===== config.mk =====
export PLATFORM = sky130hd
export DESIGN_NAME = i2c_bit_ctrl
export DESIGN_NICKNAME = d
export VERILOG_FILES = /design/src/rtl/i2c_pkg.sv /design/src/rtl/i2c_phase_ticker.sv /design/src/rtl/i2c_bit_ctrl.sv
export SDC_FILE = /design/constraint.sdc
export NUM_CORES = 1
export LEC_CHECK = 0
export ABC_AREA = 0
export ABC_CLOCK_PERIOD_IN_PS = 4600
export BUFFER_PORTS_ARGS = -buffer_cell sky130_fd_sc_hd__buf_2
export CORE_MARGIN = 1.5
export CORE_UTILIZATION = 59
export CTS_CLUSTER_SIZE = 30
export DETAILED_ROUTE_END_ITERATION = 12
export GPL_ROUTABILITY_DRIVEN = 1
export PLACE_DENSITY = 0.86
export SYNTH_ARGS = -nofsm -noshare
export SYNTH_HDL_FRONTEND = slang
export SYNTH_SLANG_ARGS = --single-unit

===== constraint.sdc =====
create_clock -name Clk -period 4.6 [get_ports Clk]
set_clock_uncertainty 0.05 [all_clocks]
set_input_delay 0.69 -clock Clk [delete_from_list [all_inputs] [get_ports Clk]]
set_output_delay 0.69 -clock Clk [all_outputs]
set_load 0.02 [all_outputs]

===== src/rtl/i2c_pkg.sv =====
// Shared definitions for the I2C bit-level sequencer: command and phase
// encodings, phase count, and the per-phase SCL/SDA level table.
package i2c_pkg;

  localparam int PHASES = 4;

  typedef enum logic [1:0] {
    CMD_START = 2'b00,
    CMD_STOP  = 2'b01,
    CMD_WRITE = 2'b10,
    CMD_READ  = 2'b11
  } cmd_t;

  typedef enum logic [2:0] {
    IDLE = 3'd0,
    PH_A = 3'd1,
    PH_B = 3'd2,
    PH_C = 3'd3,
    PH_D = 3'd4
  } state_t;

  // Line levels {scl, sda} for a command in a given phase; 1 = released.
  function automatic logic [1:0] line_levels(cmd_t cmd, state_t st, logic din);
    logic [1:0] lv;
    lv = 2'b11;
    case (cmd)
      CMD_START: begin
        case (st)
          PH_C:    lv = 2'b10;
          PH_D:    lv = 2'b00;
          default: lv = 2'b11;
        endcase
      end
      CMD_STOP: begin
        case (st)
          PH_A:       lv = 2'b00;
          PH_B, PH_C: lv = 2'b10;
          default:    lv = 2'b11;
        endcase
      end
      CMD_WRITE: begin
        case (st)
          PH_B, PH_C: lv = {1'b1, din};
          default:    lv = {1'b0, din};
        endcase
      end
      default: begin
        case (st)
          PH_B, PH_C: lv = 2'b11;
          default:    lv = 2'b01;
        endcase
      end
    endcase
    return lv;
  endfunction

endpackage


===== src/rtl/i2c_phase_ticker.sv =====
// Phase ticker: down-counter that emits Tick on zero and reloads Value.
// Hold freezes the count and suppresses Tick (used for clock stretching).
module i2c_phase_ticker #(
  parameter int SIZE = 8
) (
  input  logic            Clk,
  input  logic            Rst,
  input  logic            Load,
  input  logic            Hold,
  input  logic [SIZE-1:0] Value,
  output logic            Tick
);

  logic [SIZE-1:0] count_reg;

  assign Tick = (count_reg == '0) && !Hold;

  // Count down, reload on terminal count, freeze while held.
  always_ff @(posedge Clk) begin
    if (Rst) begin
      count_reg <= '0;
    end else if (Load) begin
      count_reg <= Value;
    end else if (Hold) begin
      count_reg <= count_reg;
    end else if (count_reg == '0) begin
      count_reg <= Value;
    end else begin
      count_reg <= count_reg - 1'b1;
    end
  end

endmodule


===== src/rtl/i2c_bit_ctrl.sv =====
// Bit-level I2C master sequencer: runs START/STOP/WRITE/READ as four
// ticker-timed phases, drives open-drain enables, samples SDA on READ and
// flags arbitration loss. Optional clock stretching: I2C_CLK_STRETCH_EN.
module i2c_bit_ctrl
  import i2c_pkg::*;
#(
  parameter int SIZE = 8
) (
  input  logic            Clk,
  input  logic            Rst,
  input  logic [SIZE-1:0] Prescale,
  input  logic [1:0]      Cmd,
  input  logic            Cmd_valid,
  output logic            Cmd_ready,
  input  logic            Din,
  output logic            Dout,
  output logic            Done,
  output logic            Al,
  output logic            Busy,
  input  logic            SCL_i,
  input  logic            SDA_i,
  output logic            SCL_oen,
  output logic            SDA_oen
);

  state_t          state_reg, state_next;
  cmd_t            cmd_reg, cmd_eff;
  logic            din_reg, din_eff;
  logic [SIZE-1:0] prescale_reg;
  logic            scl_reg, scl_next, sda_reg, sda_next;
  logic            dout_reg, dout_next, done_reg, done_next, al_reg, al_next;
  logic            accept, tick, hold, arb_lost;
  logic [1:0]      lv;

  assign accept   = Cmd_valid && (state_reg == IDLE);
  assign cmd_eff  = accept ? cmd_t'(Cmd) : cmd_reg;
  assign din_eff  = accept ? Din : din_reg;
  assign arb_lost = (cmd_reg == CMD_WRITE) && din_reg && !SDA_i;

`ifdef I2C_CLK_STRETCH_EN
  assign hold = ((state_reg == PH_B) || (state_reg == PH_C)) && scl_reg && !SCL_i;
`else
  logic scl_unused;
  assign scl_unused = SCL_i;
  assign hold       = 1'b0;
`endif

  i2c_phase_ticker #(.SIZE(SIZE)) u_ticker (
    .Clk   (Clk),
    .Rst   (Rst),
    .Load  (accept),
    .Hold  (hold),
    .Value (accept ? Prescale : prescale_reg),
    .Tick  (tick)
  );

  // Latch the command parameters so mid-command input changes are ignored.
  always_ff @(posedge Clk) begin
    if (Rst) begin
      cmd_reg      <= CMD_START;
      din_reg      <= 1'b0;
      prescale_reg <= '0;
    end else if (accept) begin
      cmd_reg      <= cmd_t'(Cmd);
      din_reg      <= Din;
      prescale_reg <= Prescale;
    end
  end

  // State register and registered outputs.
  always_ff @(posedge Clk) begin
    if (Rst) begin
      state_reg <= IDLE;
      scl_reg   <= 1'b1;
      sda_reg   <= 1'b1;
      dout_reg  <= 1'b0;
      done_reg  <= 1'b0;
      al_reg    <= 1'b0;
    end else begin
      state_reg <= state_next;
      scl_reg   <= scl_next;
      sda_reg   <= sda_next;
      dout_reg  <= dout_next;
      done_reg  <= done_next;
      al_reg    <= al_next;
    end
  end

  // Next-state: one phase per tick; arbitration loss aborts at end of B.
  always_comb begin
    state_next = state_reg;
    case (state_reg)
      IDLE:    if (accept) state_next = PH_A;
      PH_A:    if (tick) state_next = PH_B;
      PH_B:    if (tick) state_next = arb_lost ? IDLE : PH_C;
      PH_C:    if (tick) state_next = PH_D;
      PH_D:    if (tick) state_next = IDLE;
      default: state_next = IDLE;
    endcase
  end

  // Output decode: line levels of the phase being entered, sample and pulses.
  always_comb begin
    lv        = line_levels(cmd_eff, state_next, din_eff);
    scl_next  = scl_reg;
    sda_next  = sda_reg;
    dout_next = dout_reg;
    done_next = 1'b0;
    al_next   = 1'b0;
    if (state_next != IDLE) begin
      scl_next = lv[1];
      sda_next = lv[0];
    end
    if ((state_reg == PH_B) && tick) begin
      if (cmd_reg == CMD_READ) dout_next = SDA_i;
      if (arb_lost) begin
        al_next  = 1'b1;
        scl_next = 1'b1;
        sda_next = 1'b1;
      end
    end
    if ((state_reg == PH_D) && tick) done_next = 1'b1;
  end

  assign Cmd_ready = (state_reg == IDLE);
  assign Busy      = (state_reg != IDLE);
  assign SCL_oen   = scl_reg;
  assign SDA_oen   = sda_reg;
  assign Dout      = dout_reg;
  assign Done      = done_reg;
  assign Al        = al_reg;

endmodule


==> impl_results.md, run 1 <==
- Critical Path RT: 4.77 ns
- Clk buf depth: 2
- MaxCap Viol Count: 0
- Antenna violations before repair: 0
- Worst-Skew Late Latency: 0.32 ns
- Global-route wire length before repair: 4.712 mm
- Clock transition at path regs: 0.15 ns
- Vias in the first global route: 1030
- Seq/Total Area, Yosys: 39.71%
- Overall Global Routing Usage: 23.54%
- Number of max-slew violations in the final report: 0
- Hold_buf cts: 0
- Port Buf Inserts: 21
- Starting DRT DRC Count: 31
- Post-synth cell types: 41
- # rows: 17
- YS warnings: 0
- Initial Utilization: 62.14%
- CP Launch Type: flop
- Final global-route overflow total: 0
- Via density: 5.870
- Placed wire-length estimate: 2.016 mm
- Syn Inst Count: 164
- Most common cell after layout, fill and taps aside: dfxtp_1
- Worst Max-Slew Pin Slew: 0.9750 ns
- Root Buffer Master: clkbuf_4
- Power per cell area: 507.9 nW/um2
- Final hold slack: 0.4135 ns
- Post-Route WL: 2.822 mm
- WL per Instance: 13.63 um
- I/O pins: 23
- Reg-to-reg slack, setup: 2.20 ns
- Hold Fails Final Rpt: 0
- RSZ-0062 raised after global routing: no
- Chip width: 51.04 um
- Seq cells post-synth: 27
- Post-Syn Nets: 182
- Worst Reg-to-Reg Cells: 7
- Post-CTS setup buffers: 0
- Drt first pass iters: 4
- TritonCTS clock tree: yes
- CP endpoint kind: flop
- RePlAce Congestion: 0.8664
- Crit path launch: u_ticker.count_reg[0]$_SDFF_PP0_
- Destination of the worst hold path: prescale_reg[7]$_SDFF_PP0_
- Post-route ant nets: 0
- Crit Reg-Reg Endpoint: SCL_oen$_SDFF_PP1_
- Max FO, Critical Path: 10
- P&R area growth vs syn: 8.364%
- Type of the worst min-delay path: reg -> reg
- Num CTS Buffers: 3
- Synthesized area per cell: 8.301 um2
- Setup_tns: 0 ns
- Final Setup Violations: 0
- Proportion of layout cells with a drive suffix above 1: 16.76%
- WP data arrival: 2.57 ns
- DRC: 0
- Crit share post-route: 52.20%
- Hold path depth: 2
- Vias post-DR: 1215
- Post-Syn Area: 1361 um2
- CTS H-tree lvls: 1
- Maximum VDD drop: 0.0003686 V
- Die area: 2605 um2
- R2r startpoint: u_ticker.count_reg[0]$_SDFF_PP0_
- Slew HR: 34.86%
- Achievable Freq: 0.4164 GHz
- Most frequent cells in the layout: dfxtp_1 (27), nand2_1 (25), buf_2 (21)
- Tmin final: 2.401 ns
- Die Y: 51.04 um
- CTS Sinks: 27
- Largest net degree at the start of global routing: 23
- Core area: 2191 um2
- Setup CP Type: reg -> reg
- Post-CTS resize count: 0
- Antenna diodes: 0
- LEAKAGE: 0.5748 nW
- Layout net count: 198
- Hold_sp: prescale_reg[7]$_SDFF_PP0_
- Outcome: finished, final reports clean
## kinds of logic (layout without fill, tap and decap cells)
kind of cell | Yosys count | after routing | synth area share, %
compound gates | 46 | 46 | 22.15
fa+ha+maj | 2 | 2 | 1.838
flops | 27 | 27 | 39.71
buf+inv | 14 | 29 | 5.238
xor+xnor | 4 | 4 | 2.574
mux | 4 | 4 | 2.941
simple gates | 67 | 67 | 25.55
## worst max path at each step
stage	to	slack (ns)	cells past startpoint
floorplan	SCL_oen$_SDFF_PP1_	2.59	6
global placement	SDA_oen$_SDFF_PP1_	2.27	6
detailed placement	SDA_oen$_SDFF_PP1_	2.20	6
CTS	SCL_oen$_SDFF_PP1_	2.23	7
global route	SCL_oen$_SDFF_PP1_	1.93	7
finish	SCL_oen$_SDFF_PP1_	2.20	7
## power by group
group | switching, W | internal [W]
sequential | 0.0000480 | 0.000280
clock | 0.0000717 | 0.0000332
combinational | 0.000182 | 0.000134
total | 0.000302 | 0.000447
## layer usage
metal  GRT usage, %  share of wire, %  vias to the layer above
li1               -                 -                      614
met1          31.73                46                      553
met2          39.39                48                       44
met3          2.632               5.7                        4
met4          7.207              0.74                        0
met5              0                 0                        -
## cell usage after synthesis
cell type	count	share of area, %
xor2_1	2	1.3
buf_6	2	1.7
or3b_2	1	0.64
inv_1	3	0.83
a41oi_1	1	0.64
and3_1	2	0.92
o41a_1	1	0.83
o21a_1	3	1.7
a21oi_1	16	5.9
o21ai_1	2	0.74
o21bai_1	1	0.55
buf_1	1	0.28
o211ai_1	3	1.7
a31o_2	1	0.64
nand4_1	2	0.92
nor3_1	3	1.1
or3_1	2	0.92
or4b_4	1	1.0
nand2b_1	1	0.46
a2bb2oi_1	5	3.2
nor4_2	1	0.92
nand2_1	25	6.9
a31oi_1	2	0.92
a211oi_1	3	1.7
a2111oi_0	2	1.3
buf_2	3	1.1
inv_2	1	0.28
and2_1	2	0.92
nor2b_1	4	1.8
nor4_1	3	1.4
a221oi_1	1	0.64
dfxtp_1	27	40
nor3b_1	5	2.8
mux2i_1	4	2.9
clkbuf_1	4	1.1
ha_1	2	1.8
nor2_1	13	3.6
and2_0	1	0.46
xnor2_1	2	1.3
nand4bb_1	1	0.83
o21ai_0	5	1.8
## final cells by class
| cell class | count | area [um2] |
|---|---|---|
| repair buffers | 21 | 105.1 |
| flip-flops and latches | 27 | 540.5 |
| inverters | 4 | 15.01 |
| multi-input cells | 123 | 749.5 |
| fillers | 187 | 715.7 |
| well taps | 28 | 35.03 |
| clock inverters | 1 | 7.507 |
| clock buffers | 3 | 22.52 |
## through the flow
step / util [%] / area [um2] / power (W) / std cells / worst slack (ns)
after floorplan: - / 1361 / 0.0005781 / 164 / 2.588
after global placement: 65.96 / 1445 / 0.0006263 / 203 / 2.274
after detailed placement: 65.96 / 1445 / 0.0006433 / 203 / 2.205
after CTS: 67.33 / 1475 / 0.0007498 / 207 / 2.233
after global routing: 67.33 / 1475 / 0.0008001 / 207 / 1.928
final: 67.33 / 1475 / 0.0007493 / 207 / 2.199
## critical path: stages (launching register included)
cell      delay [ns]
dfxtp_1         0.35
inv_1           0.08
ha_1            0.14
nor3b_1         0.79
and3_1          0.35
a211oi_1        0.11
nor4_1          0.32
o21ai_1         0.11
(Power assumes the default switching activity.)
==> run 2, diff against run 1 <==
--- a/config.mk
+++ b/config.mk
@@ -5,15 +5,15 @@
 export SDC_FILE = /design/constraint.sdc
 export NUM_CORES = 1
 export LEC_CHECK = 0
-export ABC_AREA = 0
-export ABC_CLOCK_PERIOD_IN_PS = 4600
+export ABC_AREA = 1
+export ABC_CLOCK_PERIOD_IN_PS = 2300
 export BUFFER_PORTS_ARGS = -buffer_cell sky130_fd_sc_hd__buf_2
 export CORE_MARGIN = 1.5
-export CORE_UTILIZATION = 59
+export CORE_UTILIZATION = 54
 export CTS_CLUSTER_SIZE = 30
 export DETAILED_ROUTE_END_ITERATION = 12
 export GPL_ROUTABILITY_DRIVEN = 1
-export PLACE_DENSITY = 0.86
+export PLACE_DENSITY = 0.8
 export SYNTH_ARGS = -nofsm -noshare
 export SYNTH_HDL_FRONTEND = slang
 export SYNTH_SLANG_ARGS = --single-unit
==> constraint.sdc (replaced) <==
create_clock -name Clk -period 2.3 [get_ports Clk]
set_clock_uncertainty 0.05 [all_clocks]
set_input_delay 0.345 -clock Clk [delete_from_list [all_inputs] [get_ports Clk]]
set_output_delay 0.345 -clock Clk [all_outputs]
set_load 0.02 [all_outputs]
==> impl_results.md, run 2 <==
- Via density: 4.992 (-15%)
- Post-Syn Area: 1371 um2 (+0.74%)
- Placed wire-length estimate: 1.929 mm (-4.3%)
- RSZ-0062 raised after global routing: no
- Largest cells by area after synthesis: dfxtp_1 (39%), nand2_1 (14%), nand3_1 (5.8%)
- Post-Route WL: 2.478 mm (-12%)
- Global-route wire length before repair: 4.243 mm (-10%)
- Final global-route overflow total: 0 (unchanged)
- Initial Utilization: 56.38% (-5.8 points)
- Seq cells post-synth: 27 (unchanged)
- Drt first pass iters: 4 (unchanged)
- WP data arrival: 2.13 ns (-0.44 ns)
- Maximum VDD drop: 0.0009869 V (+170%)
- Vias post-DR: 1228 (+1.1%)
- Post-Syn Nets: 213 (+17%)
- Top cells by count, synth: nand2_1 (52), dfxtp_1 (27), inv_1 (17)
- Top-count cell post-synth: nand2_1
- Largest net degree at the start of global routing: 23 (unchanged)
- Achievable Freq: 0.5260 GHz (+26%)
- Clock transition at path regs: 0.14 ns (about the same)
- RePlAce Congestion: 0.8031 (-7.3%)
- Most common cell after layout, fill and taps aside: nand2_1
- Core area: 2432 um2 (+11%)
- WL per Instance: 10.07 um (-26%)
- TritonCTS clock tree: yes
- Final Setup Violations: 0 (unchanged)
- Setup_tns: 0 ns (unchanged)
- Share of the synthesized area in the top cell type: 39.42% (-0.29 points)
- Number of max-slew violations in the final report: 0 (unchanged)
- Max FO, Critical Path: 15 (+5)
- Num CTS Buffers: 3 (unchanged)
- Final hold slack: 0.2194 ns (-0.1941 ns)
- Overall Global Routing Usage: 20.64% (-2.9 points)
- Post-synth ARST share: 0% (unchanged)
- Clk buf depth: 2 (unchanged)
- DRC: 0 (unchanged)
- Root Buffer Master: clkbuf_4
- MaxCap Viol Count: 0 (unchanged)
- Port Buf Inserts: 21 (unchanged)
- Syn Inst Count: 195 (+19%)
- Vias in the first global route: 1063 (+3.2%)
- Cell taking the most area after synthesis: dfxtp_1
- Hold_buf cts: 0 (unchanged)
- Slew HR: 73.21% (+38 points)
- Post-synth cell types: 30 (-27%)
- CTS Sinks: 27 (unchanged)
- P&R area growth vs syn: 10.13%
- Dominant synthesized flop cell: dfxtp_1
- Post-synth EDFFs: 0 (unchanged)
- Die area: 2851 um2 (+9.5%)
- Post-CTS setup buffers: 0 (unchanged)
- Power per cell area: 1486 nW/um2 (+190%)
- # rows: 18 (+1)
- I/O pins: 23 (unchanged)
- CP Launch Type: flop
- Antenna diodes: 0 (unchanged)
- LEAKAGE: 0.7519 nW (+31%)
- Layout net count: 235 (+19%)
- Most frequent cells in the layout: nand2_1 (52), dfxtp_1 (27), buf_2 (21)
- Worst-Skew Late Latency: 0.32 ns (about the same)
- Hold Fails Final Rpt: 0 (unchanged)
- Crit share post-route: 82.65% (+30 points)
- Outcome: finished, final reports clean
- Post-CTS resize count: 0 (unchanged)
- Tmin final: 1.901 ns (-0.5003 ns)
- Worst Max-Slew Pin Slew: 0.4018 ns (-0.5732 ns)
- Critical Path RT: 2.53 ns (-2.24 ns)
- Starting DRT DRC Count: 29 (-6.5%)
- Setup CP Type: reg -> reg
- Die Y: 53.40 um (+4.6%)
- Seq/Total Area, Yosys: 39.42% (-0.29 points)
- Antenna violations before repair: 0 (unchanged)
- Post-route ant nets: 0 (unchanged)
- CP endpoint kind: flop
- Type of the worst min-delay path: in -> reg
- Proportion of layout cells with a drive suffix above 1: 24.07% (+7.3 points)
- CTS H-tree lvls: 1 (unchanged)
- Chip width: 53.40 um (+4.6%)
- YS warnings: 0 (unchanged)
- Synthesized area per cell: 7.032 um2 (-15%)
-- run 2: changes by cell type after synthesis, moves of 4 or more --
cell	delta
nand2_1	+27
nand3_1	+16
inv_1	+14
inv_2	+11
a21oi_1	-5
a2bb2oi_1	-5
nor3b_1	-5
nand2_2	+4
nor2b_1	-4
-- run 2: layer usage --
metal	wire [um]	part of all wire, %	global-route usage, %
met5	0	0	0
met4	27	1.1	7.265
met1	1158	47	22.61
met2	1206	49	37.45
met3	84	3.4	5.650
-- run 2: through the flow --
step	utilization [%]	instances	power, W	setup WS [ns]	instance area (um2)
CTS	62.09	246	0.002258	0.3904	1510
finish	62.09	246	0.002244	0.3990	1510
global placement	61.01	242	0.002029	0.4278	1484
detailed placement	61.01	242	0.002055	0.4223	1484
global route	62.09	246	0.002482	0.1835	1510
floorplan	-	195	0.001834	0.7679	1371
-- run 2: worst paths after layout --
check / start / to / slack [ns] / cells after the start
setup / recovery: u_ticker.count_reg[0]$_SDFF_PP0_ / SDA_oen$_SDFF_PP1_ / 0.40 / 12
hold reg to reg: Dout$_SDFFE_PP0P_ / Dout$_SDFFE_PP0P_ / 0.42 / 2
setup reg to reg: u_ticker.count_reg[0]$_SDFF_PP0_ / SDA_oen$_SDFF_PP1_ / 0.40 / 12
hold / removal: Din / din_reg$_SDFF_PP0_ / 0.22 / 3
-- run 2: logic make-up after synthesis --
kind of cell             Yosys count  synth area share [%]
XOR/XNOR                           2                 1.278
AO/OA/AOI/OAI                     30                 13.14
flip-flops                        27                 39.42
AND/OR/NAND/NOR                   98                 32.48
buffers and inverters             35                 11.13
multiplexers                       1                0.7300
adder cells (fa/ha/maj)            2                 1.825
-- run 2: final cells by class --
class	count	area [um2]
Clock buffer	4	26.28
Fill cell	246	922.1
Multi-Input combinational cell	133	678.2
Timing Repair Buffer	22	112.6
Inverter	30	115.1
Sequential cell	27	540.5
Tap cell	30	37.54
-- run 2: power by group --
group          internal [W]  switching, W  total [W]  leakage (nW)
Clock             0.0000680      0.000137   0.000205        0.0150
Combinational      0.000475      0.000863    0.00134         0.515
Sequential         0.000612     0.0000903   0.000703         0.222
Total               0.00115       0.00109    0.00224         0.752
-- run 2: critical path, cell delays in order (launching register included) --
cell	delay [ns]
dfxtp_1	0.32
inv_1	0.11
ha_1	0.17
nand2_1	0.05
nor2_1	0.19
nand2_2	0.24
o21ai_1	0.32
nand3_2	0.16
inv_2	0.08
nand2_1	0.04
nand2_1	0.05
inv_1	0.03
nand2_1	0.05
==> run 3, diff against run 2 <==
--- a/config.mk
+++ b/config.mk
@@ -6,7 +6,7 @@
 export NUM_CORES = 1
 export LEC_CHECK = 0
 export ABC_AREA = 1
-export ABC_CLOCK_PERIOD_IN_PS = 2300
+export ABC_CLOCK_PERIOD_IN_PS = 1750
 export BUFFER_PORTS_ARGS = -buffer_cell sky130_fd_sc_hd__buf_2
 export CORE_MARGIN = 1.5
 export CORE_UTILIZATION = 54
==> constraint.sdc (replaced) <==
create_clock -name Clk -period 1.75 [get_ports Clk]
set_clock_uncertainty 0.05 [all_clocks]
set_input_delay 0.2625 -clock Clk [delete_from_list [all_inputs] [get_ports Clk]]
set_output_delay 0.2625 -clock Clk [all_outputs]
set_load 0.02 [all_outputs]
==> impl_results.md, run 3 (synthesis gave the netlist of run 2 again) <==
- Outcome: finished, final reports clean
- Number of max-slew violations in the final report: 0 (unchanged)
- Setup CP Type: reg -> reg
- Hold Fails Final Rpt: 0 (unchanged)
- Placed wire-length estimate: 1.992 mm (+3.3%)
- Crit path launch: u_ticker.count_reg[0]$_SDFF_PP0_
- WP data arrival: 1.83 ns (-0.30 ns)
- Dpl cells: 247 (+2.1%)
- Die Y: 53.40 um (unchanged)
- R2r startpoint: u_ticker.count_reg[0]$_SDFF_PP0_
- CTS H-tree lvls: 1 (unchanged)
- Global-route wire length before repair: 4.512 mm (+6.3%)
- Hold_sp: Rst
- Flop pwr share: 29.1% (-2.2 points)
- Final global-route overflow total: 0 (unchanged)
- Clock share of power: 8.6% (-0.5 points)
- Hold_buf cts: 0 (unchanged)
- DRC: 0 (unchanged)
- Die area: 2851 um2 (unchanged)
- Num CTS Buffers: 3 (unchanged)
- Chip width: 53.40 um (unchanged)
- Post-place setup slack: 0.05444 ns (-0.3679 ns)
- Achievable Freq: 0.6120 GHz (+16%)
- Initial Utilization: 56.38% (unchanged)
- Worst-Skew Late Latency: 0.33 ns (about the same)
- Cell Count, Final, Fillers Out: 251 (+2.0%)
- P_sw: 0.001581 W (+45%)
- P&R area growth vs syn: 16.42%
- Switching Share: 49.06% (+0.52 points)
- Vias in the first global route: 1068 (+0.47%)
- CTS Sinks: 27 (unchanged)
- Power per cell area: 2019 nW/um2 (+36%)
- CP Cell Sequence: inv_1 > ha_2 > nand2_2 > nor2_4 > nand3_1 > nand2_2 > nand2_2 > nand2_4 > nand3_1 > nand2_1 > nand3_1 > nand2_1 > nand3_1
- RSZ-0062 raised after global routing: yes
- Post-route cell area: 1597 um2 (+5.7%)
- Antenna violations before repair: 0 (unchanged)
- # rows: 18 (unchanged)
- MaxCap Viol Count: 0 (unchanged)
- Largest net degree at the start of global routing: 21 (-8.7%)
- CP peak stage delay: 0.33 ns (about the same)
- Delay-heaviest family, CP: simple AND/OR/NAND/NOR gates
- Proportion of layout cells with a drive suffix above 1: 29.86% (+5.8 points)
- Post-CTS resize count: 0 (unchanged)
- Starting DRT DRC Count: 18 (-38%)
- Type of the worst min-delay path: in -> reg
- LEAKAGE: 0.7963 nW (+5.9%)
- Crit share post-route: 93.37% (+11 points)
- CP Launch Type: flop
- Final Power: 0.003223 W (+44%)
- Crit path top cell by count: nand3_1
- CP Buf/Inv Count: 1 (-2)
- Slew HR: 82.31% (+9.1 points)
- DP Area: 1521 um2 (+2.5%)
- RePlAce Congestion: 0.7940 (-1.1%)
- Share of total power in combinational logic: 62.3% (+2.7 points)
- Drt first pass iters: 6 (+2)
- Slowest CP cell: dfxtp_1
- Maximum VDD drop: 0.001636 V (+66%)
- Core area: 2432 um2 (unchanged)
- Antenna diodes: 0 (unchanged)
- Post-CTS setup buffers: 0 (unchanged)
- Tmin final: 1.634 ns (-0.2671 ns)
- Most frequent cells in the layout: nand2_1 (50), dfxtp_1 (25), buf_2 (21)
- Clk buf depth: 2 (unchanged)
- TritonCTS clock tree: yes
- Max FO, Critical Path: 5 (-10)
- Root Buffer Master: clkbuf_4
- Port Buf Inserts: 21 (unchanged)
- Critical Path RT: 1.95 ns (-0.58 ns)
- Worst Max-Slew Pin Slew: 0.2639 ns (-0.1380 ns)
- CP endpoint kind: flop
- Overall Global Routing Usage: 21.83% (+1.2 points)
- WL per Instance: 11.18 um (+11%)
- Post-Route WL: 2.805 mm (+13%)
- Vias post-DR: 1259 (+2.5%)
- Clock transition at path regs: 0.15 ns (about the same)
- I/O pins: 23 (unchanged)
- Final worst slack: 0.1161 ns (-0.2829 ns)
- Via density: 5.016 (+0.48%)
- Post-route ant nets: 0 (unchanged)
- Final core utilization: 65.64% (+3.5 points)
- Layout net count: 240 (+2.1%)
- Cell Int Power: 0.001642 W (+42%)
- Most common cell after layout, fill and taps aside: nand2_1
- Final Setup Violations: 0 (unchanged)
run 3: cell count changes in the layout (fill, tap and decap cells not counted), sizes merged:
cell / before / now
buf: 22 / 27
run 3: final timing paths:
check | slack (ns) | cells past startpoint | endpoint
worst max-delay path | 0.12 | 13 | SCL_oen$_SDFF_PP1_
worst min-delay path | 0.06 | 2 | prescale_reg[0]$_SDFF_PP0_
worst max register to register | 0.12 | 13 | SCL_oen$_SDFF_PP1_
worst min register to register | 0.43 | 2 | prescale_reg[2]$_SDFF_PP0_
run 3: final cells by class:
class	count	area, um2
clock buffer	4	26.28
tap	30	37.54
fill	224	835.8
timing repair buffer	27	150.1
multi-input combinational	133	724.4
inverter	30	115.1
sequential	27	543.0
run 3: per-stage QoR:
step | TNS [ns] | hold slack, ns
6_report | 0 | 0.06068
5_1_grt | -0.07816 | 0.05130
4_1_cts | 0 | 0.05687
3_5_place_dp | 0 | 0.4081
3_3_place_gp | 0 | 0.3836
2_1_floorplan | 0 | 0.2809
run 3: power by group through the flow:
stage	Clock, W	Combinational [W]	Sequential (W)
3_3_place_gp	0	0.00181	0.000933
3_5_place_dp	0	0.00183	0.000939
6_report	0.000276	0.00201	0.000938
4_1_cts	0.000277	0.00185	0.000925
5_1_grt	0.000301	0.00226	0.000961
2_1_floorplan	0	0.00147	0.000943
run 3: per-layer routing:
metal | share of wire [%] | global-route usage, %
met1 | 43 | 26.25
met2 | 52 | 37.45
met3 | 2.7 | 5.085
met4 | 1.6 | 7.692
met5 | 0 | 0
